$ cat src/rtl/adat_pkg.sv
// rtl/adat_pkg.sv - shared ADAT frame constants and types for the transmitter and its scheduler
package adat_pkg;

    localparam int ADAT_FRAME_CLKS = 256;
    localparam int ADAT_SLOTS      = 8;
    localparam int ADAT_SAMPLE_W   = 24;

    typedef logic signed [ADAT_SAMPLE_W-1:0] adat_sample_t;
    typedef adat_sample_t [0:ADAT_SLOTS-1] adat_frame_t;

    typedef struct packed {
        logic timecode;
        logic midi;
        logic smux;
    } adat_user_t;

endpackage

$ cat src/rtl/adat_frame_timer.sv
// rtl/adat_frame_timer.sv - ADAT frame phase counter with swap strobe and next-frame request pulse
module adat_frame_timer #(
    parameter  int FRAME_CLKS = 256,
    localparam int PHASE_W    = $clog2(FRAME_CLKS)
) (
    input  logic               clk,
    input  logic               reset_n,
    output logic [PHASE_W-1:0] phase_o,
    output logic               swap_o,
    output logic               frame_req_o
);

    logic [PHASE_W-1:0] phase_q, phase_d;
    logic               frame_req_q, frame_req_d;

    // FRAME_CLKS is a power of two, so the counter wraps on its own.
    always_comb begin
        phase_d     = phase_q + PHASE_W'(1);
        frame_req_d = (phase_q == '0);
    end

    always_ff @(posedge clk or negedge reset_n) begin
        if (!reset_n) begin
            phase_q     <= '0;
            frame_req_q <= 1'b0;
        end else begin
            phase_q     <= phase_d;
            frame_req_q <= frame_req_d;
        end
    end

    assign phase_o     = phase_q;
    assign swap_o      = (phase_q == PHASE_W'(FRAME_CLKS - 1));
    assign frame_req_o = frame_req_q;

endmodule

$ cat src/rtl/adat_tx_scheduler.sv
// rtl/adat_tx_scheduler.sv - collects per-slot samples and swaps them into a stable bank at each ADAT frame boundary
module adat_tx_scheduler
    import adat_pkg::*;
#(
    parameter  int FRAME_CLKS       = ADAT_FRAME_CLKS,
    parameter  int SAMPLE_W         = ADAT_SAMPLE_W,
    parameter  int N_SLOTS          = ADAT_SLOTS,
    parameter  int HOLD_ON_UNDERRUN = 0,
    localparam int PHASE_W          = $clog2(FRAME_CLKS),
    localparam int SLOT_W           = $clog2(N_SLOTS)
) (
    input  logic                              clk,
    input  logic                              reset_n,
    input  logic                              in_valid,
    output logic                              in_ready,
    input  logic [SLOT_W-1:0]                 in_slot,
    input  logic [SAMPLE_W-1:0]               in_sample,
    input  logic                              user_timecode,
    input  logic                              user_midi,
    input  logic                              user_smux,
    output logic [N_SLOTS-1:0][SAMPLE_W-1:0]  audio_out,
    output logic                              timecode_out,
    output logic                              midi_out,
    output logic                              smux_out,
    output logic [PHASE_W-1:0]                frame_phase,
    output logic                              frame_req,
    output logic                              underrun_flag,
    output logic                              overrun_flag,
    input  logic                              flag_clear
);

    logic [PHASE_W-1:0] phase;
    logic               swap;
    logic               accept;

    logic [N_SLOTS-1:0][SAMPLE_W-1:0] pending_q, pending_d;
    logic [N_SLOTS-1:0][SAMPLE_W-1:0] audio_q, audio_d;
    logic [N_SLOTS-1:0]               written_q, written_d;
    adat_user_t                       user_q, user_d;
    logic                             armed_q, armed_d;
    logic                             underrun_q, underrun_d;
    logic                             overrun_q, overrun_d;
    logic                             underrun_set;
    logic                             overrun_set;

    adat_frame_timer #(
        .FRAME_CLKS (FRAME_CLKS)
    ) u_timer (
        .clk         (clk),
        .reset_n     (reset_n),
        .phase_o     (phase),
        .swap_o      (swap),
        .frame_req_o (frame_req)
    );

    // Refusing samples on the swap cycle keeps writes and the bank swap disjoint.
    assign in_ready = reset_n & ~swap;
    assign accept   = in_valid & in_ready;

    always_comb begin
        pending_d    = pending_q;
        audio_d      = audio_q;
        written_d    = written_q;
        user_d       = user_q;
        armed_d      = armed_q;
        underrun_set = 1'b0;
        overrun_set  = 1'b0;

        if (accept) begin
            pending_d[in_slot] = in_sample;
            written_d[in_slot] = 1'b1;
            overrun_set        = written_q[in_slot];
            armed_d            = 1'b1;
        end

        // Underruns only count once upstream has delivered anything, so idle start-up frames are quiet.
        if (swap) begin
            for (int s = 0; s < N_SLOTS; s++) begin
                if (written_q[s]) begin
                    audio_d[s] = pending_q[s];
                end else begin
                    if (HOLD_ON_UNDERRUN == 0) begin
                        audio_d[s] = '0;
                    end
                    underrun_set = underrun_set | armed_q;
                end
            end
            written_d       = '0;
            user_d.timecode = user_timecode;
            user_d.midi     = user_midi;
            user_d.smux     = user_smux;
        end

        underrun_d = underrun_set | (underrun_q & ~flag_clear);
        overrun_d  = overrun_set | (overrun_q & ~flag_clear);
    end

    always_ff @(posedge clk or negedge reset_n) begin
        if (!reset_n) begin
            pending_q  <= '0;
            audio_q    <= '0;
            written_q  <= '0;
            user_q     <= '0;
            armed_q    <= 1'b0;
            underrun_q <= 1'b0;
            overrun_q  <= 1'b0;
        end else begin
            pending_q  <= pending_d;
            audio_q    <= audio_d;
            written_q  <= written_d;
            user_q     <= user_d;
            armed_q    <= armed_d;
            underrun_q <= underrun_d;
            overrun_q  <= overrun_d;
        end
    end

    assign audio_out     = audio_q;
    assign timecode_out  = user_q.timecode;
    assign midi_out      = user_q.midi;
    assign smux_out      = user_q.smux;
    assign frame_phase   = phase;
    assign underrun_flag = underrun_q;
    assign overrun_flag  = overrun_q;

endmodule

$ cat config.mk
export PLATFORM = sky130hd
export DESIGN_NAME = adat_tx_scheduler
export DESIGN_NICKNAME = d
export VERILOG_FILES = /design/src/rtl/adat_pkg.sv /design/src/rtl/adat_frame_timer.sv /design/src/rtl/adat_tx_scheduler.sv
export SDC_FILE = /design/constraint.sdc
export NUM_CORES = 1
export LEC_CHECK = 0
export ABC_CLOCK_PERIOD_IN_PS = 2200
export CORE_UTILIZATION = 54
export CTS_CLUSTER_SIZE = 10
export DETAILED_ROUTE_END_ITERATION = 8
export PLACE_DENSITY = 0.85
export SLEW_MARGIN = 20
export SYNTH_ARGS = -nofsm -noshare
export SYNTH_HDL_FRONTEND = slang
export SYNTH_SLANG_ARGS = --single-unit
$ cat constraint.sdc
create_clock -name clk -period 2.2 [get_ports clk]
set_input_delay 0.44 -clock clk [delete_from_list [all_inputs] [get_ports clk]]
set_output_delay 0.44 -clock clk [all_outputs]
set_load 0.02 [all_outputs]
Word level (Yosys, flattened, before mapping)
Cells that the tools add are included.
Storage, ports and cells
  bits in registers: 407
  bits of input ports: 34
  logic and storage cells: 82
Cells by class
  reduce and logical (&&, ||, !) cells: 3
  bitwise operators: 16
  $lt $le $gt $ge: 2
  $add $sub $neg: 1
  muxes and demuxes: 34
  equality and inequality tests: 1
Operator list (number)
  $mux 24: 9
  $bwmux 192: 1
  $demux 24 s3: 1
  $mux 1: 19
  $mux 8: 2
  $or 1x1->1: 9
  $add 8x1->8 const B: 1
  $eq 8x8->1 const B: 1
  $logic_not 8->1: 1
  $or 8x8->8: 1
  $and 1x1->1: 4
  $lt 3x4->1 const B: 1
  $bmux 1 s3: 1
  $demux 1 s3: 1
  $ge 3x1->1 const B: 1
  $not 1->1: 2
  $reduce_bool 2->1: 1
  $logic_and 1x1->1: 1

Depth between registers and ports, before layout
  depth after elaboration: 24
  gate-level depth with buffers: 8

By module
From an unflattened synthesis, not the netlist that was laid out.
Second synthesis, totals
  cells, all modules: 1334
  area, all modules: 15901.5 sq um
By module, submodules not included
  adat_tx_scheduler: times used 1, cells an instance 1303, area each 15523.6 sq um
  adat_frame_timer: times used 1, cells an instance 31, area each 377.9 sq um

Worst setup path before layout
No wires, ideal clock.
  kind: flip-flop to output port
  from: register u_timer.phase_q[1] (netlist: u_timer.phase_o[1])
  to: output port in_ready
  stages on the path, launching flop included: 7
  data required time: 1.760 ns
  path slack: 0.001 ns
  arrival: 1.759 ns
  buffers on the path: 2
  cell sequence: dfrtp_1 ha_1 nand2_1 or3_1 clkbuf_1 clkbuf_1 and2_1
Between the ends
  longest elaborated chain between the ends: 3
Ends and longest elaborated chain
  start: declaration: line adat_frame_timer.sv:13  | logic [PHASE_W-1:0] phase_q, phase_d;
  start signal: assignment: line adat_frame_timer.sv:27  | phase_q <= phase_d;
  $eq 8x8->1: line adat_frame_timer.sv:33  | assign swap_o = (phase_q == PHASE_W'(FRAME_CLKS - 1));
  $not 1->1: line adat_tx_scheduler.sv:57  | assign in_ready = reset_n & ~swap;
  $and 1x1->1: line adat_tx_scheduler.sv:57
  end: declaration: line adat_tx_scheduler.sv:15  | output logic in_ready,
No other way between the ends.

Final worst setup path
  from: register u_timer.phase_q[6] (netlist: u_timer.phase_o[6])
  to: output port in_ready
Same word-level chain as after synthesis.

==> summary.txt <==
Antenna diodes - 0
Max-slew headroom - 44.20%
Final hold viol count - 0
DRT antenna net count - 0
Post-CTS Hold Buffers - 0
Synthesis-to-finish area growth - 27.48%
Crit share post-route - 100.5%
Fin crit period - 2211 ps
Ports - 241
Pwr dens - 843.8 nW/um^2
Row count - 61
Fin cells - 1956
Router iterations before antenna repair - 5
Worst setup SP type - flip-flop
Global-route wire length before repair - 62090 um
Placed Cells - 1903
Die Y - 172.1 um
Status - complete, but fails checks
FF-to-FF setup slack - 160 ps
Worst Hold Class - input port to async pin
Slowest stage delay, CP - 450 ps
Pin count of the biggest net entering global routing - 145
DRC - 0
Overall routing resource usage - 27.36%
Sequential share of the synthesized area - 65.20%
Routed vias - 10960
Worst-margin pin slew - 837.0 ps
Top-area cell type share of the netlist area - 65.20%
Clock-pin slew on the worst setup and hold paths - 60 ps
Setup-failing EPs final - 1
Most frequent cells in the layout - dfrtp_1 (407), nand2_1 (395), clkdlybuf4s50_1 (237)
Core Footprint - 28090 sq um
Synth warn - 0
Cell Chain, Critical Path - nand2_1 > or3_4 > and2_4 > buf_6
Post-synth net total - 1363
Max VDD drop - 546.5 uV
GP Congestion - 0.8346
Max_cap viols - 0
Clk Latency, worst-skew pair - 530 ps
Post-synthesis mux area share - 14.19%
Flops & latches, synth - 407
Routed len/inst - 20.07 um
Drt total wl - 39250 um
CP Max Fanout - 5
Post-Syn Instances - 1327
Fin. max-slew vios - 0
Yosys cell types - 32
Total power - 16.80 mW
Total grt overflow - 0
Fmax - 452.2 MHz
I/O Buffers - 240
RSZ-0062 raised after global routing - true
TritonCTS clock tree - built
DR vias/cell - 5.603
Worst R2R Path Depth - 8
CTS buffer count - 46
Vias in the first global route - 11430
Synth Area per Inst - 11.77 sq um
DP HPWL - 25280 um
Initial Utilization - 55.61%
Skew final - 24.83 ps
Area contributors post-synth - dfrtp_1 (65%), mux2_2 (14%), nand2_1 (9.5%)
Worst Path Arrival - 1770 ps
DR iter-0 viols - 787
Reg-to-reg endpoint - pending_q[147]
Most common cell after layout, fill and taps aside - dfrtp_1
Die Wd - 172.1 um
Slowest cell on crit path - dfrtp_1
Layout cells sized above 1 - 19.26%
Synth Area in Adders - 0.1602%
Synth Area in XOR/XNOR - 0.3364%
Compound-Gate Fraction of Synth Area - 0.4966%
Crit Reg-Reg Startpoint - u_timer.phase_o[0]
CTS Root Cell - clkbuf_16
Final #Nets - 1612
H-Tree Depth - 2
Largest family of logic cells by synthesized area - simple AND/OR/NAND/NOR gates
Clock Sinks - 407
Setup CP Type - flip-flop to output port
Post-Synth Simple-Gate Area - 17.07%
Worst-case clock buffer depth - 3
Initial antenna violation count - 0
Post-synth top area cell - dfrtp_1
Failing checks - setup timing
Leak pwr - 9.553 nW
Die area - 29610 sq um
WP data required - 1760 ps
Setup crit end kind - output port
Filler cells - 1949
Synth Cell Area - 15620 sq um
Setup ws final - -11.29 ps
[how the worst max path moves through the flow]
stage	endpoint	start	cells past startpoint
final	in_ready	u_timer.phase_o[6]	4
after CTS	in_ready	u_timer.phase_o[1]	5
after detailed placement	pending_q[33]	in_slot[1]	5
after global routing	in_ready	u_timer.phase_o[0]	5
after floorplan	in_ready	u_timer.phase_o[1]	6
after global placement	pending_q[8]	in_slot[2]	5
[layout make-up]
type	count	area, sq um	area share, %
inverter	4	15.01	0.07540
tap	378	473.0	2.375
clock inverter	1	8.758	0.04398
timing repair buffer	287	2914	14.63
multi-input combinational	830	5124	25.73
clock buffer	49	1194	5.994
sequential	407	10180	51.15
[per-layer routing]
layer	wire length, um	track usage [%]	vias to the layer above
met2	19910	46.56	387
met1	15630	34.86	5596
met4	1569	11.27	0
li1	-	-	4875
met5	0	0	-
met3	2131	4.601	101
[where the power goes]
group / internal [mW] / switching, mW
Clock: 3.78 / 2.67
Combinational: 0.778 / 0.730
Sequential: 8.35 / 0.499
[state kept, by name, summed over array words and instances (netlist names), 8 cells and up]
signal	count
u_timer.phase_o	8
written_q	8
audio_out	192
pending_q	192
[critical path: cells and delay by family, from the launching register on]
kind	cells	cell delay (ps)
buffers and inverters	1	120
and+or+nand+nor	3	660
DFF	1	450
[synthesized netlist by cell type]
cell type / number
xnor2_1: 2
nand3_1: 196
nand3_2: 1
nor2_1: 1
mux2i_1: 1
or3_1: 1
nor3_1: 1
o22ai_1: 2
o21a_1: 8
nor4_1: 1
nand2_1: 396
xor2_1: 4
buf_6: 1
dfrtp_1: 407
mux2_2: 188
mux4_2: 2
mux2_1: 4
buf_4: 4
buf_2: 29
nand3b_1: 2
nand4_1: 2
or3b_2: 1
o21ai_0: 1
nor3_4: 1
ha_1: 2
nor3_2: 8
and3_1: 1
clkbuf_1: 52
or4b_2: 1
and2_1: 1
nand2b_1: 2
inv_1: 4
[through the flow]
step	setup TNS (ps)	util [%]	worst slack (ps)	cell area (sq um)	hold slack, ps
after floorplan	0	-	0.7485	15620	144.4
after global placement	-9297	66.42	-128.4	18650	443.9
after detailed placement	-16610	66.42	-175.4	18650	454.6
after CTS	-27.57	70.86	-27.57	19900	61.27
after global routing	-45.03	70.90	-45.03	19910	96.97
final	-11.29	70.90	-11.29	19910	34.70
[cells by family after synthesis]
| group | after synthesis |
|---|---|
| and+or+nand+nor | 616 |
| DFF | 407 |
| muxes | 195 |
| buffers and inverters | 90 |
| AOI/OAI and AO/OA | 11 |
| xor gates and xnor gates | 6 |
| adders and majority gates | 2 |
[what timing repair did]
item / 4_1_cts / 5_1_grt
pin swaps: 3 / 3
setup endpoints to repair: 1 / 2
resized for setup: 12 / 1
buffers inserted: 2 / 1
cloned: 0 / 0
Power figures use the tool's default switching activity.
